==> config.mk <==
export PLATFORM = sky130hd
export DESIGN_NAME = alu_mc
export DESIGN_NICKNAME = d
export VERILOG_FILES = /design/src/rtl/alu_mc.sv
export SDC_FILE = /design/constraint.sdc
export NUM_CORES = 2
export LEC_CHECK = 0
export BUFFER_PORTS_ARGS = -buffer_cell sky130_fd_sc_hd__buf_2
export CORE_MARGIN = 5
export CORE_UTILIZATION = 45
export DETAILED_ROUTE_END_ITERATION = 6
export HOLD_SLACK_MARGIN = 0.15
export PLACE_DENSITY_LB_ADDON = 0.25
export REMOVE_ABC_BUFFERS = 1
export SYNTH_ARGS = -nofsm -noshare
export SYNTH_HDL_FRONTEND = slang
export SYNTH_SLANG_ARGS = --single-unit
==> constraint.sdc <==
create_clock -name clk_i -period 15.6 [get_ports clk_i]
set_input_delay 3.12 -clock clk_i [delete_from_list [all_inputs] [get_ports clk_i]]
set_output_delay 3.12 -clock clk_i [all_outputs]
set_load 0.005 [all_outputs]
==> src/rtl/alu_mc.sv <==
// Multi-cycle EX-stage ALU: single-cycle ops plus iterative
// signed mul/mulh and div/rem behind a start/busy/done handshake.
module alu_mc #(
    parameter int WIDTH    = 32,
    parameter int MUL_ITER = 1
) (
    input  logic             clk_i,
    input  logic             rst_i,
    input  logic             start_i,
    input  logic [WIDTH-1:0] data1_i,
    input  logic [WIDTH-1:0] data2_i,
    input  logic [3:0]       ALUCtrl_i,
    output logic             busy_o,
    output logic             done_o,
    output logic [WIDTH-1:0] data_o,
    output logic             div0_o
);

    localparam int SW = $clog2(WIDTH);
    localparam int CW = SW + 1;
    localparam logic [CW-1:0] LAST = CW'(WIDTH - 1);
    localparam logic [WIDTH-1:0] MIN_NEG = {1'b1, {(WIDTH-1){1'b0}}};

    localparam logic [3:0] OP_AND  = 4'b0000;
    localparam logic [3:0] OP_XOR  = 4'b0001;
    localparam logic [3:0] OP_SLL  = 4'b0010;
    localparam logic [3:0] OP_ADD  = 4'b0011;
    localparam logic [3:0] OP_SUB  = 4'b0100;
    localparam logic [3:0] OP_MUL  = 4'b0101;
    localparam logic [3:0] OP_ADDI = 4'b0110;
    localparam logic [3:0] OP_SRA  = 4'b0111;
    localparam logic [3:0] OP_LW   = 4'b1000;
    localparam logic [3:0] OP_SW   = 4'b1001;
    localparam logic [3:0] OP_SLLI = 4'b1010;
    localparam logic [3:0] OP_OR   = 4'b1011;
    localparam logic [3:0] OP_DIV  = 4'b1100;
    localparam logic [3:0] OP_REM  = 4'b1101;
    localparam logic [3:0] OP_MULH = 4'b1110;

    typedef enum logic [1:0] {
        IDLE,
        MUL,
        DIV
    } state_t;

    state_t             state, state_n;
    logic [CW-1:0]      cnt, cnt_n;
    logic [3:0]         op, op_n;
    logic               neg_q, neg_q_n;
    logic               neg_r, neg_r_n;
    logic [2*WIDTH-1:0] prod, prod_n;
    logic [WIDTH-1:0]   mcand, mcand_n;
    logic [WIDTH-1:0]   quo, quo_n;
    logic [WIDTH-1:0]   rem, rem_n;
    logic [WIDTH-1:0]   dvsr, dvsr_n;
    logic [WIDTH-1:0]   data, data_n;
    logic               done, done_n;
    logic               div0, div0_n;

    logic               sign_a, sign_b;
    logic [WIDTH-1:0]   mag_a, mag_b;
    logic [SW-1:0]      shamt;
    logic               b_zero, is_ovf, accept;
    logic [2*WIDTH-1:0] prod_c;
    logic [WIDTH-1:0]   alu_res;

    logic [WIDTH:0]     mul_sum;
    logic [2*WIDTH-1:0] mul_next, mul_fin;
    logic [WIDTH:0]     div_sh, div_diff;
    logic               div_ge;
    logic [WIDTH-1:0]   rem_next, quo_next;
    logic [WIDTH-1:0]   quo_fin, rem_fin;

    assign sign_a = data1_i[WIDTH-1];
    assign sign_b = data2_i[WIDTH-1];
    assign mag_a  = sign_a ? -data1_i : data1_i;
    assign mag_b  = sign_b ? -data2_i : data2_i;
    assign shamt  = data2_i[SW-1:0];
    assign b_zero = (data2_i == '0);
    assign is_ovf = (data1_i == MIN_NEG) && (&data2_i);
    assign accept = start_i && (state == IDLE);

    // Full-width signed product for the combinational multiplier option.
    assign prod_c = {{WIDTH{sign_a}}, data1_i} * {{WIDTH{sign_b}}, data2_i};

    // One shift-add step: add |A| into the upper half when the
    // multiplier LSB is set, then shift the whole product right.
    assign mul_sum  = {1'b0, prod[2*WIDTH-1:WIDTH]}
                    + (prod[0] ? {1'b0, mcand} : '0);
    assign mul_next = {mul_sum, prod[WIDTH-1:1]};
    assign mul_fin  = neg_q ? -mul_next : mul_next;

    // One restoring-division step on magnitudes.
    assign div_sh   = {rem, quo[WIDTH-1]};
    assign div_diff = div_sh - {1'b0, dvsr};
    assign div_ge   = ~div_diff[WIDTH];
    assign rem_next = div_ge ? div_diff[WIDTH-1:0] : div_sh[WIDTH-1:0];
    assign quo_next = {quo[WIDTH-2:0], div_ge};
    assign quo_fin  = neg_q ? -quo_next : quo_next;
    assign rem_fin  = neg_r ? -rem_next : rem_next;

    // Single-cycle result selection from the live operands.
    always_comb begin
        alu_res = '0;
        case (ALUCtrl_i)
            OP_AND:  alu_res = data1_i & data2_i;
            OP_XOR:  alu_res = data1_i ^ data2_i;
            OP_OR:   alu_res = data1_i | data2_i;
            OP_SLL,
            OP_SLLI: alu_res = data1_i << shamt;
            OP_SRA:  alu_res = $signed(data1_i) >>> shamt;
            OP_ADD,
            OP_ADDI,
            OP_LW,
            OP_SW:   alu_res = data1_i + data2_i;
            OP_SUB:  alu_res = data1_i - data2_i;
            OP_MUL:  alu_res = prod_c[WIDTH-1:0];
            OP_MULH: alu_res = prod_c[2*WIDTH-1:WIDTH];
            default: alu_res = '0;
        endcase
    end

    // Next-state and datapath updates for the IDLE/MUL/DIV machine.
    always_comb begin
        state_n = state;
        cnt_n   = cnt;
        op_n    = op;
        neg_q_n = neg_q;
        neg_r_n = neg_r;
        prod_n  = prod;
        mcand_n = mcand;
        quo_n   = quo;
        rem_n   = rem;
        dvsr_n  = dvsr;
        data_n  = data;
        done_n  = 1'b0;
        div0_n  = 1'b0;
        case (state)
            IDLE: begin
                if (accept) begin
                    op_n  = ALUCtrl_i;
                    cnt_n = '0;
                    if ((ALUCtrl_i == OP_MUL || ALUCtrl_i == OP_MULH)
                        && MUL_ITER != 0) begin
                        state_n = MUL;
                        prod_n  = {{WIDTH{1'b0}}, mag_b};
                        mcand_n = mag_a;
                        neg_q_n = sign_a ^ sign_b;
                    end else if (ALUCtrl_i == OP_DIV
                                 || ALUCtrl_i == OP_REM) begin
                        if (b_zero) begin
                            done_n = 1'b1;
                            div0_n = 1'b1;
                            data_n = (ALUCtrl_i == OP_DIV) ? '1 : data1_i;
                        end else if (is_ovf) begin
                            done_n = 1'b1;
                            data_n = (ALUCtrl_i == OP_DIV) ? data1_i : '0;
                        end else begin
                            state_n = DIV;
                            quo_n   = mag_a;
                            rem_n   = '0;
                            dvsr_n  = mag_b;
                            neg_q_n = sign_a ^ sign_b;
                            neg_r_n = sign_a;
                        end
                    end else begin
                        done_n = 1'b1;
                        data_n = alu_res;
                    end
                end
            end
            MUL: begin
                prod_n = mul_next;
                cnt_n  = cnt + 1'b1;
                if (cnt == LAST) begin
                    state_n = IDLE;
                    cnt_n   = '0;
                    done_n  = 1'b1;
                    data_n  = (op == OP_MULH)
                            ? mul_fin[2*WIDTH-1:WIDTH]
                            : mul_fin[WIDTH-1:0];
                end
            end
            DIV: begin
                quo_n = quo_next;
                rem_n = rem_next;
                cnt_n = cnt + 1'b1;
                if (cnt == LAST) begin
                    state_n = IDLE;
                    cnt_n   = '0;
                    done_n  = 1'b1;
                    data_n  = (op == OP_DIV) ? quo_fin : rem_fin;
                end
            end
            default: state_n = IDLE;
        endcase
    end

    // State register; reset aborts any operation and clears the result.
    always_ff @(posedge clk_i) begin
        if (rst_i) begin
            state <= IDLE;
            cnt   <= '0;
            op    <= '0;
            neg_q <= 1'b0;
            neg_r <= 1'b0;
            prod  <= '0;
            mcand <= '0;
            quo   <= '0;
            rem   <= '0;
            dvsr  <= '0;
            data  <= '0;
            done  <= 1'b0;
            div0  <= 1'b0;
        end else begin
            state <= state_n;
            cnt   <= cnt_n;
            op    <= op_n;
            neg_q <= neg_q_n;
            neg_r <= neg_r_n;
            prod  <= prod_n;
            mcand <= mcand_n;
            quo   <= quo_n;
            rem   <= rem_n;
            dvsr  <= dvsr_n;
            data  <= data_n;
            done  <= done_n;
            div0  <= div0_n;
        end
    end

    assign busy_o = (state != IDLE);
    assign done_o = done;
    assign data_o = data;
    assign div0_o = div0;

endmodule

==> results.cfg <==
[synth]
ys_warn_count = 0
synthArstFlopShare = 0
synth_edf_count = 0
synth_top_area_share = 0.355
ys_ff_latch = 240
synthesis.instances = 7594
ys_top_cells_by_area = fa_1 35%, dfxtp_1 7.8%, ha_1 7.3%
syn-cell-area_sq_um = 61200
yosysSeqAreaShare = 0.0785
ys_types = 98
synth.avg_cell_area_sq_um = 8.06
synth_top_area_cell = fa_1
synth-main-ff-cell = dfxtp_1

[global_route]
grt_pass1_wl_microns = 387000
grt_max_degree = 77
grt_use_total = 0.365
grt_pass1_vias = 57200
grt_overflow = 0
antenna_found_initial = 17

[die]
rows = 135
core_area_sq_um = 135000
initial_utilization = 0.452
io_pins = 106
die_area_sq_um = 144000
die-width_microns = 379
fp.dieH_microns = 379

[clock_tree]
cts.root.buffer_cell = clkbuf_16
cts.sinks = 240
clock_path_buffers = 3
post_cts_buffers = 0
path_clk_slew_ps = 60
cts_hold_buf = 0
worstSkewPairLatency_ps = 610
cts_max_level = 1
cts_tree = yes
cts_buffers = 31
ctsResizeCount = 0

[flow_run]
cap_violations = 0

[finish]
final_common_cell = fa_1
final_cell_mix = 1085 x fa_1, 1053 x inv_1, 964 x nand2_1
nets = 8932
final_cells = 9224
fin_util = 0.477
fillers = 13400
drive_above_1_share = 0.0601
area_growth_pct = 5.43

[sta]
finalSetupTns_ps = 0
fin_crit_sh = 0.804
whs_ps = 453
hold_viol = 0
slew-limit-headroom = 0.0808
slew_violations = 0
grt_setup_unrepaired = false
fmaxAchievable_mhz = 79.8
clock_skew_ps = 29.8
tightestPinTransition_ps = 1370
fin_crit_ps = 12540
setup_violations = 0

[routing]
ant_nets = 0
via_per_inst = 6.17
firstDrtPassIters = 7
drc = 1
dr.first_iter.drc_count = 6972
drt_wl_total_microns = 264000
vias = 56900
wl_per_cell_microns = 28.6

[outcome]
status = finished, violations left
violations = design-rule violations

[worst_setup_path]
crit_type = in2reg
endpoint_kind = flip-flop
r2r_start = quo[31]
crit_end = data_o[18]
worstReg2RegEnd = data_o[30]
cp_max_fo = 14
critPathArrivalTime_ps = 13030
cp-start-kind = input pin
r2r_slack_ps = 7910
reg2regPathDepth = 25
crit_start = data1_i[10]
required_ps = 16090

[min_path]
hold_path.class = reg2reg

[place]
hpwlAfterDp_microns = 203000
gp_congestion = 1.06
placed_cells = 9167
numPortBuffers = 105
[worst max-delay path, cell delays in order]
cell	delay, ps
buf_2	280
clkinv_1	630
buf_4	470
nor2_1	210
fa_1	480
fa_1	510
inv_1	50
fa_1	450
fa_1	520
fa_1	560
inv_1	50
fa_1	440
fa_1	510
fa_1	420
ha_1	460
and3_1	250
nand4_1	110
a2111oi_0	1010
o211ai_1	390
a211oi_1	670
nand2b_1	270
a41oi_1	150
xnor2_1	450
a211oi_1	160
a2111oi_0	390
[metrics by stage]
| stage | setup WS, ps | area, sq um |
|---|---|---|
| floorplan | 3530 | 59400 |
| global placement | 2800 | 63600 |
| detailed placement | 2740 | 63600 |
| CTS | 3350 | 64500 |
| global route | 2790 | 64500 |
| finish | 3060 | 64500 |
[worst min-delay path by stage]
| stage | to | cells past startpoint | slack, ps | from |
|---|---|---|---|---|
| after floorplan | op[0] | 2 | 430 | op[0] |
| after global placement | op[0] | 2 | 440 | op[0] |
| after detailed placement | data_o[2] | 2 | 440 | data_o[2] |
| after CTS | data_o[2] | 2 | 450 | data_o[2] |
| after global routing | data_o[2] | 2 | 480 | data_o[2] |
| final | data_o[2] | 2 | 450 | data_o[2] |
[flip-flops by register name, indices dropped and copies added, names as in the netlist]
signal,flops
neg_r,1
neg_q,1
prod,64
quo,32
done_o,1
mcand,32
div0_o,1
rem,32
state,2
op,4
cnt,6
data_o,32
dvsr,32
[cell type report]
| cell class | instances | area [sq um] | share of cell area |
|---|---|---|---|
| diodes | 5 | 12.5 | 0.000194 |
| clock buffers | 43 | 891 | 0.0138 |
| repair buffers | 283 | 1870 | 0.0290 |
| multi-input cells | 5767 | 50600 | 0.783 |
| clock inverters | 9 | 58.8 | 0.000911 |
| inverters | 1096 | 4110 | 0.0637 |
| well taps | 1781 | 2230 | 0.0345 |
| flip-flops and latches | 240 | 4810 | 0.0745 |
[synthesized netlist by cell type (all sizes together) (56+ instances only)]
master  number
a211oi     104
a21o        75
a21oi      322
a221oi      75
and2        56
buf        114
clkbuf     377
dfxtp      240
fa        1085
ha         357
inv       1069
mux2i       92
nand2      964
nand3      112
nor2       928
nor3        65
o21ai      395
o31ai       75
xnor2      230
xor2        99
[logic make-up (layout without fill, tap and decap cells)]
group,count (synthesis),count (layout),share of synthesized area
simple gates,2439,2439,0.171
fa+ha+maj,1442,1442,0.428
other cells,0,5,0
xor+xnor,329,329,0.0471
mux,131,131,0.0264
flops,240,240,0.0785
compound gates,1426,1426,0.152
buf+inv,1587,1431,0.0974
[routing by layer]
| layer | routed length, microns | GRT usage | vias up | share of wire |
|---|---|---|---|---|
| met1 | 102000 | 0.480 | 28400 | 0.39 |
| met4 | 20500 | 0.214 | 12 | 0.078 |
| li1 | - | - | 24300 | - |
| met2 | 112000 | 0.557 | 3454 | 0.43 |
| met5 | 183 | 0 | - | 0.00069 |
| met3 | 28200 | 0.0790 | 816 | 0.11 |
Power is not shown: default switching activity piles up to over one toggle a cycle in this logic, so the estimate is an artifact.
